### src/rtl/fifo_wr_arbiter.sv
// rtl/fifo_wr_arbiter.sv - round-robin burst arbiter for the shared FIFO write port
// Optional statistics counters are enabled with the FIFO_WR_ARB_STATS_EN macro.
module fifo_wr_arbiter #(
  parameter int NUM_REQ    = 4,
  parameter int FIFO_WIDTH = 16,
  parameter int MAX_BURST  = 4
) (
  input  logic                          clk,
  input  logic                          rst,
  input  logic [NUM_REQ-1:0]            req_valid,
  input  logic [NUM_REQ*FIFO_WIDTH-1:0] req_data,
  output logic [NUM_REQ-1:0]            req_ready,
  output logic [NUM_REQ-1:0]            grant,
  input  logic                          fifo_full,
`ifdef FIFO_WR_ARB_STATS_EN
  output logic [NUM_REQ*16-1:0]         stat_words,
  output logic [15:0]                   stat_stall,
`endif
  output logic                          fifo_wr_en,
  output logic [FIFO_WIDTH-1:0]         fifo_data_in
);

  localparam int IDX_W = $clog2(NUM_REQ);
  localparam int CNT_W = $clog2(MAX_BURST) + 1;
  localparam logic [CNT_W-1:0] LAST_CNT = CNT_W'(MAX_BURST - 1);

  typedef enum logic [0:0] {S_IDLE, S_BURST} state_t;

  state_t             state_q, state_d;
  logic [NUM_REQ-1:0] grant_q, grant_d;
  logic [IDX_W-1:0]   gidx_q, gidx_d;
  logic [CNT_W-1:0]   cnt_q, cnt_d;
  logic [IDX_W-1:0]   rr_ptr_q, rr_ptr_d;

  logic               sel_found;
  logic [IDX_W-1:0]   sel_idx;
  logic               in_burst;
  logic               g_valid;
  logic               wr_fire;

  // Round-robin search starting just after the last granted requester
  always_comb begin
    sel_found = 1'b0;
    sel_idx   = '0;
    for (int k = 1; k <= NUM_REQ; k++) begin
      if (!sel_found && req_valid[(int'(rr_ptr_q) + k) % NUM_REQ]) begin
        sel_found = 1'b1;
        sel_idx   = IDX_W'((int'(rr_ptr_q) + k) % NUM_REQ);
      end
    end
  end

  // Write-port steering: only the granted producer sees ready, and never while full or in reset
  always_comb begin
    in_burst     = (state_q == S_BURST);
    g_valid      = |(req_valid & grant_q);
    wr_fire      = in_burst & g_valid & ~fifo_full & ~rst;
    req_ready    = (in_burst & ~fifo_full & ~rst) ? grant_q : '0;
    fifo_data_in = in_burst ? req_data[gidx_q*FIFO_WIDTH +: FIFO_WIDTH] : '0;
  end

  assign fifo_wr_en = wr_fire;
  assign grant      = grant_q;

  // Next-state logic: grant from IDLE, count/release/stall in BURST
  always_comb begin
    state_d  = state_q;
    grant_d  = grant_q;
    gidx_d   = gidx_q;
    cnt_d    = cnt_q;
    rr_ptr_d = rr_ptr_q;
    case (state_q)
      S_IDLE: begin
        if (sel_found) begin
          state_d  = S_BURST;
          grant_d  = NUM_REQ'(1) << sel_idx;
          gidx_d   = sel_idx;
          rr_ptr_d = sel_idx;
          cnt_d    = '0;
        end
      end
      S_BURST: begin
        if (wr_fire) begin
          if (cnt_q == LAST_CNT) begin
            state_d = S_IDLE;
            grant_d = '0;
            cnt_d   = '0;
          end else begin
            cnt_d = cnt_q + CNT_W'(1);
          end
        end else if (!g_valid) begin
          // A gap from the producer ends its burst; a full FIFO alone only stalls
          state_d = S_IDLE;
          grant_d = '0;
          cnt_d   = '0;
        end
      end
      default: begin
        state_d = S_IDLE;
        grant_d = '0;
        cnt_d   = '0;
      end
    endcase
  end

  // Arbiter state registers; reset points rr_ptr at the last requester so requester 0 wins first
  always_ff @(posedge clk) begin
    if (rst) begin
      state_q  <= S_IDLE;
      grant_q  <= '0;
      gidx_q   <= '0;
      cnt_q    <= '0;
      rr_ptr_q <= IDX_W'(NUM_REQ - 1);
    end else begin
      state_q  <= state_d;
      grant_q  <= grant_d;
      gidx_q   <= gidx_d;
      cnt_q    <= cnt_d;
      rr_ptr_q <= rr_ptr_d;
    end
  end

`ifdef FIFO_WR_ARB_STATS_EN
  logic [NUM_REQ*16-1:0] words_q, words_d;
  logic [15:0]           stall_q, stall_d;

  // Saturating per-requester word counters and a stall-cycle counter
  always_comb begin
    words_d = words_q;
    stall_d = stall_q;
    for (int i = 0; i < NUM_REQ; i++) begin
      if (wr_fire && gidx_q == IDX_W'(i) && words_q[i*16 +: 16] != 16'hFFFF) begin
        words_d[i*16 +: 16] = words_q[i*16 +: 16] + 16'd1;
      end
    end
    if (in_burst && fifo_full && g_valid && !rst && stall_q != 16'hFFFF) begin
      stall_d = stall_q + 16'd1;
    end
  end

  // Statistics registers, cleared with the arbiter
  always_ff @(posedge clk) begin
    if (rst) begin
      words_q <= '0;
      stall_q <= '0;
    end else begin
      words_q <= words_d;
      stall_q <= stall_d;
    end
  end

  assign stat_words = words_q;
  assign stat_stall = stall_q;
`endif

endmodule

### config.mk
export PLATFORM = sky130hd
export DESIGN_NAME = fifo_wr_arbiter
export DESIGN_NICKNAME = d
export VERILOG_FILES = /design/src/rtl/fifo_wr_arbiter.sv
export SDC_FILE = /design/constraint.sdc
export NUM_CORES = 1
export LEC_CHECK = 0
export BUFFER_PORTS_ARGS = -buffer_cell sky130_fd_sc_hd__buf_4
export CORE_MARGIN = 2
export CORE_UTILIZATION = 42
export DETAILED_ROUTE_END_ITERATION = 16
export GPL_ROUTABILITY_DRIVEN = 1
export GPL_TIMING_DRIVEN = 0
export HOLD_SLACK_MARGIN = 0.1
export PLACE_DENSITY = 0.86
export SLEW_MARGIN = 20
export SYNTH_ARGS = -nofsm -noshare
export SYNTH_HDL_FRONTEND = slang
export SYNTH_SLANG_ARGS = --single-unit
### constraint.sdc
create_clock -name clk -period 4.5 [get_ports clk]
set_clock_uncertainty 0.15 [all_clocks]
set_input_delay 0.225 -clock clk [delete_from_list [all_inputs] [get_ports clk]]
set_output_delay 0.225 -clock clk [all_outputs]
set_load 0.05 [all_outputs]
Word-level counts from Yosys, hierarchy flattened
Index checks and enable logic that the tools add are counted.
Widths: inputs -> output; s select.
{"block": "word_totals", "regBits": 12, "out_inout_bits": 25, "wordCells": 84, "in_bits": 71}
{"block": "classes", "n_mux": 37, "shifts": 2, "n_bitwise": 13, "magnitude_cmp": 4, "addsub": 5, "n_reduce_logical": 14, "n_eq_ne": 4}
{"operator": "$shiftx 64x7->16", "n": 1}
{"operator": "$mux 4", "n": 5}
{"operator": "$lt 3x4->1 const B", "n": 4}
{"operator": "$mux 1", "n": 16}
{"operator": "$mux 16", "n": 1}
{"operator": "$mux 3", "n": 4}
{"operator": "$bmux 1 s2", "n": 4}
{"operator": "$mux 2", "n": 4}
{"operator": "$pmux 4 s2", "n": 1}
{"operator": "$reduce_or 2->1", "n": 4}
{"operator": "$pmux 3 s2", "n": 1}
{"operator": "$and 1x1->1", "n": 5}
{"operator": "$add 2x1->2 const B", "n": 2}
{"operator": "$add 2x2->2 const B", "n": 2}
{"operator": "$and 1x1->1 const A", "n": 4}
{"operator": "$and 4x4->4", "n": 1}
{"operator": "$reduce_and 2->1", "n": 2}
{"operator": "$reduce_or 4->1", "n": 1}
{"operator": "$shl 1x2->4 const A", "n": 1}
{"operator": "$add 3x1->3 const B", "n": 1}
{"operator": "$eq 3x2->1 const B", "n": 1}
{"operator": "$logic_and 1x1->1", "n": 3}
{"operator": "$logic_not 1->1", "n": 3}
{"operator": "$ne 3x2->1 const B", "n": 1}
{"operator": "other kinds (5)", "n": 7}

Logic depth before layout (Yosys ltp)
{"block": "depth", "depth_word": 19, "ltp_mapped": 5, "mapped_depth_nobuf": 5}

Worst setup path after synthesis
OpenSTA, ideal clock, no wires.
{"block": "synth_path", "path_type": "flip-flop to output port", "from": "reg grant_q[1], in the netlist grant[1]", "to": "out fifo_wr_en", "t_arrival_ns": 1.686, "path_stages_with_launch": 4, "t_required_ns": 4.125, "n_path_buf": 0, "setup_slack_ns": 2.439, "path_cell_list": "dfxtp_1 -> a22oi_1 -> and2_1 -> nor2_1"}
{"block": "synth_between", "elab_chain_cells": 5}
{"element": "from (decl)", "line": "30", "rtl": "logic [NUM_REQ-1:0] grant_q, grant_d;"}
{"element": "from (signal assigned)", "line": "116", "rtl": "grant_q <= grant_d;"}
{"element": "$and 4x4->4", "line": "56", "rtl": "g_valid = |(req_valid & grant_q);"}
{"element": "$reduce_or 4->1", "line": "56"}
{"element": "$and 1x1->1 (3 in a row)", "line": "57", "rtl": "wr_fire = in_burst & g_valid & ~fifo_full & ~rst;"}
{"element": "to (decl)", "line": "19", "rtl": "output logic fifo_wr_en,"}
No other way between the ends.

Worst setup path in the final report
{"block": "layout_path", "from": "reg gidx_q[1]", "to": "out fifo_data_in[10]"}
{"block": "layout_between", "elab_chain_cells": 2}
{"element": "from (decl)", "line": "31", "rtl": "logic [IDX_W-1:0] gidx_q, gidx_d;"}
{"element": "from (signal assigned)", "line": "117", "rtl": "gidx_q <= gidx_d;"}
{"element": "$shiftx 64x7->16", "line": "59", "rtl": "fifo_data_in = in_burst ? req_data[gidx_q*FIFO_WIDTH +: FIFO_WIDTH] : '0;"}
{"element": "$mux 16", "line": "59"}
{"element": "to (decl)", "line": "20", "rtl": "output logic [FIFO_WIDTH-1:0] fifo_data_in"}
No other way between the ends.

==> impl_metrics.tcl <==
set metrics [dict create \
    multiInputGateArea_um2 878 \
    fin_hold_ws_ps 191 \
    rsz0062_at_grt "false" \
    floorplan.core_area_um2 2710 \
    synth.ff_latch_count 12 \
    ys_warn_count 0 \
    finalMaxSlewViolations 0 \
    dp.cells 242 \
    synth_top_area_cell "mux4_2" \
    routabilityCongestion 0.799 \
    fin_total_pwr_mw 0.508 \
    crit_buf_inv 3 \
    place_ws_ps 2470 \
    synth_compound_area_frac 0.155 \
    drt-total-wl_mm 4.12 \
    post-cts-setup-buffer-count 0 \
    clkLatencyLatePin_ps 280 \
    mostFrequentLayoutCells "95 x buf_4, 21 x and2_1, 16 x mux4_2" \
    diodes 0 \
    syn-cell-area_um2 1170 \
    tns_ps 0 \
    gr-total-overflow 0 \
    final.fill_count 209 \
    gr-usage-all-layers 0.260 \
    peakVddDrop_mv 0.205 \
    synthMuxAreaShare 0.308 \
    synth_edf_count 0 \
    synth_adder_area_share 0.0107 \
    layout.nets 289 \
    setup_violations 0 \
    cts.sinks 12 \
    grt_pass1_vias 1429 \
    path_clk_slew_ps 80 \
    ff_latch_area_um2 240 \
    finish.utilization 0.723 \
    syn2layout_area_growth_pct 67.6 \
    antenna_found_initial 0 \
    cts_root_buf "clkbuf_4" \
    critPathCaptureType "primary output" \
    cts_max_level 1 \
    critPathTopFamily "buffers and inverters" \
    ctsResizeCount 0 \
    avgSynthCellArea_um2 10.0 \
    ys_types 38 \
    vias 1425 \
    start_util 0.432 \
    ctsHoldBuffers 1 \
    outcome "finished clean" \
    hold_viol 0 \
    drtPass1Iterations 4 \
    ioPinCount 96 \
    ctsLongestPathBuffers 2 \
    postLayoutCellArea_um2 1960 \
    synthSimpleGateAreaFrac 0.277 \
    hp-class "input pin to flop" \
    synth_cells 117 \
    slowest_delay_ps 340 \
    async_flop_share 0 \
    leakage_nw 0.890 \
    dieArea_um2 3220 \
    cts_tree "done" \
    clock.fmax_mhz 428 \
    criticalPathCategory "flop to primary output" \
    worstPathCellList "clkbuf_1 -> buf_2 -> mux4_2 -> and2_1 -> buf_4" \
    worst_slew_pin_slew_ps 518 \
    fin_ws_ps 2160 \
    ys_seq_area_frac 0.205 \
    synth_top_area_frac 0.308 \
    antenna_left 0 \
    routedWlPerCell_um 16.7 \
    via_per_inst 5.77 \
    synthTopCellsByArea "mux4_2 31%, dfxtp_1 21%, and2_1 11%" \
    final_cells 247 \
    drc 0 \
    cap_violations 0 \
    die_w_um 56.8 \
    port_buffers 94 \
    max_slew_margin 0.652 \
    place_area_um2 1910 \
    layout_commonest_cell "buf_4" \
    yosys.area_share.xor_xnor 0 \
    p_per_area_nw_per_um2 259 \
    dp_hpwl_mm 3.42 \
    critPathMaxFanout 10 \
    arrival_ps 1960 \
    grt_max_degree 11 \
    dr.first_iter.drc_count 54 \
    synth_top_family_by_area "multiplexers" \
    start_kind "flop" \
    grt_pass1_wl_mm 6.55 \
    drive_above_1_share 0.574 \
    die_h_um 56.8 \
    ys.flop_type "dfxtp_1" \
    fin_crit_sh 0.519 \
    worstPathRequired_ps 4120 \
    row_count 19 \
    cp_slowest_cell "buf_2" \
    fin_crit_ps 2340 \
    synth_nets 189 \
    cts-buffers-inserted 3 \
]
-- cell families after synthesis --
| family | after synthesis |
|---|---|
| and+or+nand+nor | 54 |
| AOI/OAI and AO/OA | 24 |
| muxes | 16 |
| DFF | 12 |
| buffers and inverters | 10 |
| adders and majority gates | 1 |
-- registers in the layout (all words and copies together), names as in the netlist --
register and count:
cnt_q 3, in_burst 1, rr_ptr_q 2, gidx_q 2, grant 4
-- synth_stat cells, types with 2 or more instances --
cell type / number
and2_1: 21
mux4_2: 16
dfxtp_1: 12
nand2_1: 9
nor2_1: 5
a21oi_1: 4
a31oi_1: 4
clkbuf_1: 4
nand2b_1: 4
a22oi_1: 3
buf_2: 2
inv_1: 2
nand4_1: 2
nor3_1: 2
nor3b_1: 2
o21ai_0: 2
o31ai_1: 2
-- tightest hold or removal path, cell delays in order --
cell	delay, ps
buf_4	100
nor3b_2	70
nand4_1	100
a31oi_1	70
-- routing by layer --
layer | up-vias | share of wire | global-route usage
li1 | 651 | - | -
met1 | 688 | 0.39 | 0.312
met2 | 80 | 0.51 | 0.468
met3 | 6 | 0.085 | 0.0461
met4 | 0 | 0.015 | 0.0831
met5 | - | 0 | 0
-- final timing paths --
check	end	cells after the start	slack, ps	from
setup reg to reg	grant[0]$_SDFFE_PP0P_	4	2880	rr_ptr_q[1]$_SDFFE_PP1P_
setup / recovery	fifo_data_in[10]	5	2160	gidx_q[1]$_SDFFE_PP0P_
hold / removal	cnt_q[1]$_SDFFE_PP0P_	4	190	fifo_full
hold reg to reg	cnt_q[2]$_SDFFE_PP0P_	1	320	cnt_q[2]$_SDFFE_PP0P_
-- cell type report --
cell class              count  area share
plain buffers               8      0.0223
repair buffers             95       0.365
flip-flops and latches     12       0.123
inverters                   2     0.00383
multi-input cells          95       0.448
well taps                  31      0.0198
clock buffers               4      0.0185
-- report_power, final --
part / switching [mW] / internal (mW) / leakage [nW]
clock: 0.0385 / 0.0492 / 0.0210
sequential: 0.00914 / 0.116 / 0.0985
combinational: 0.157 / 0.138 / 0.771
Power figures use the tool's default switching activity.
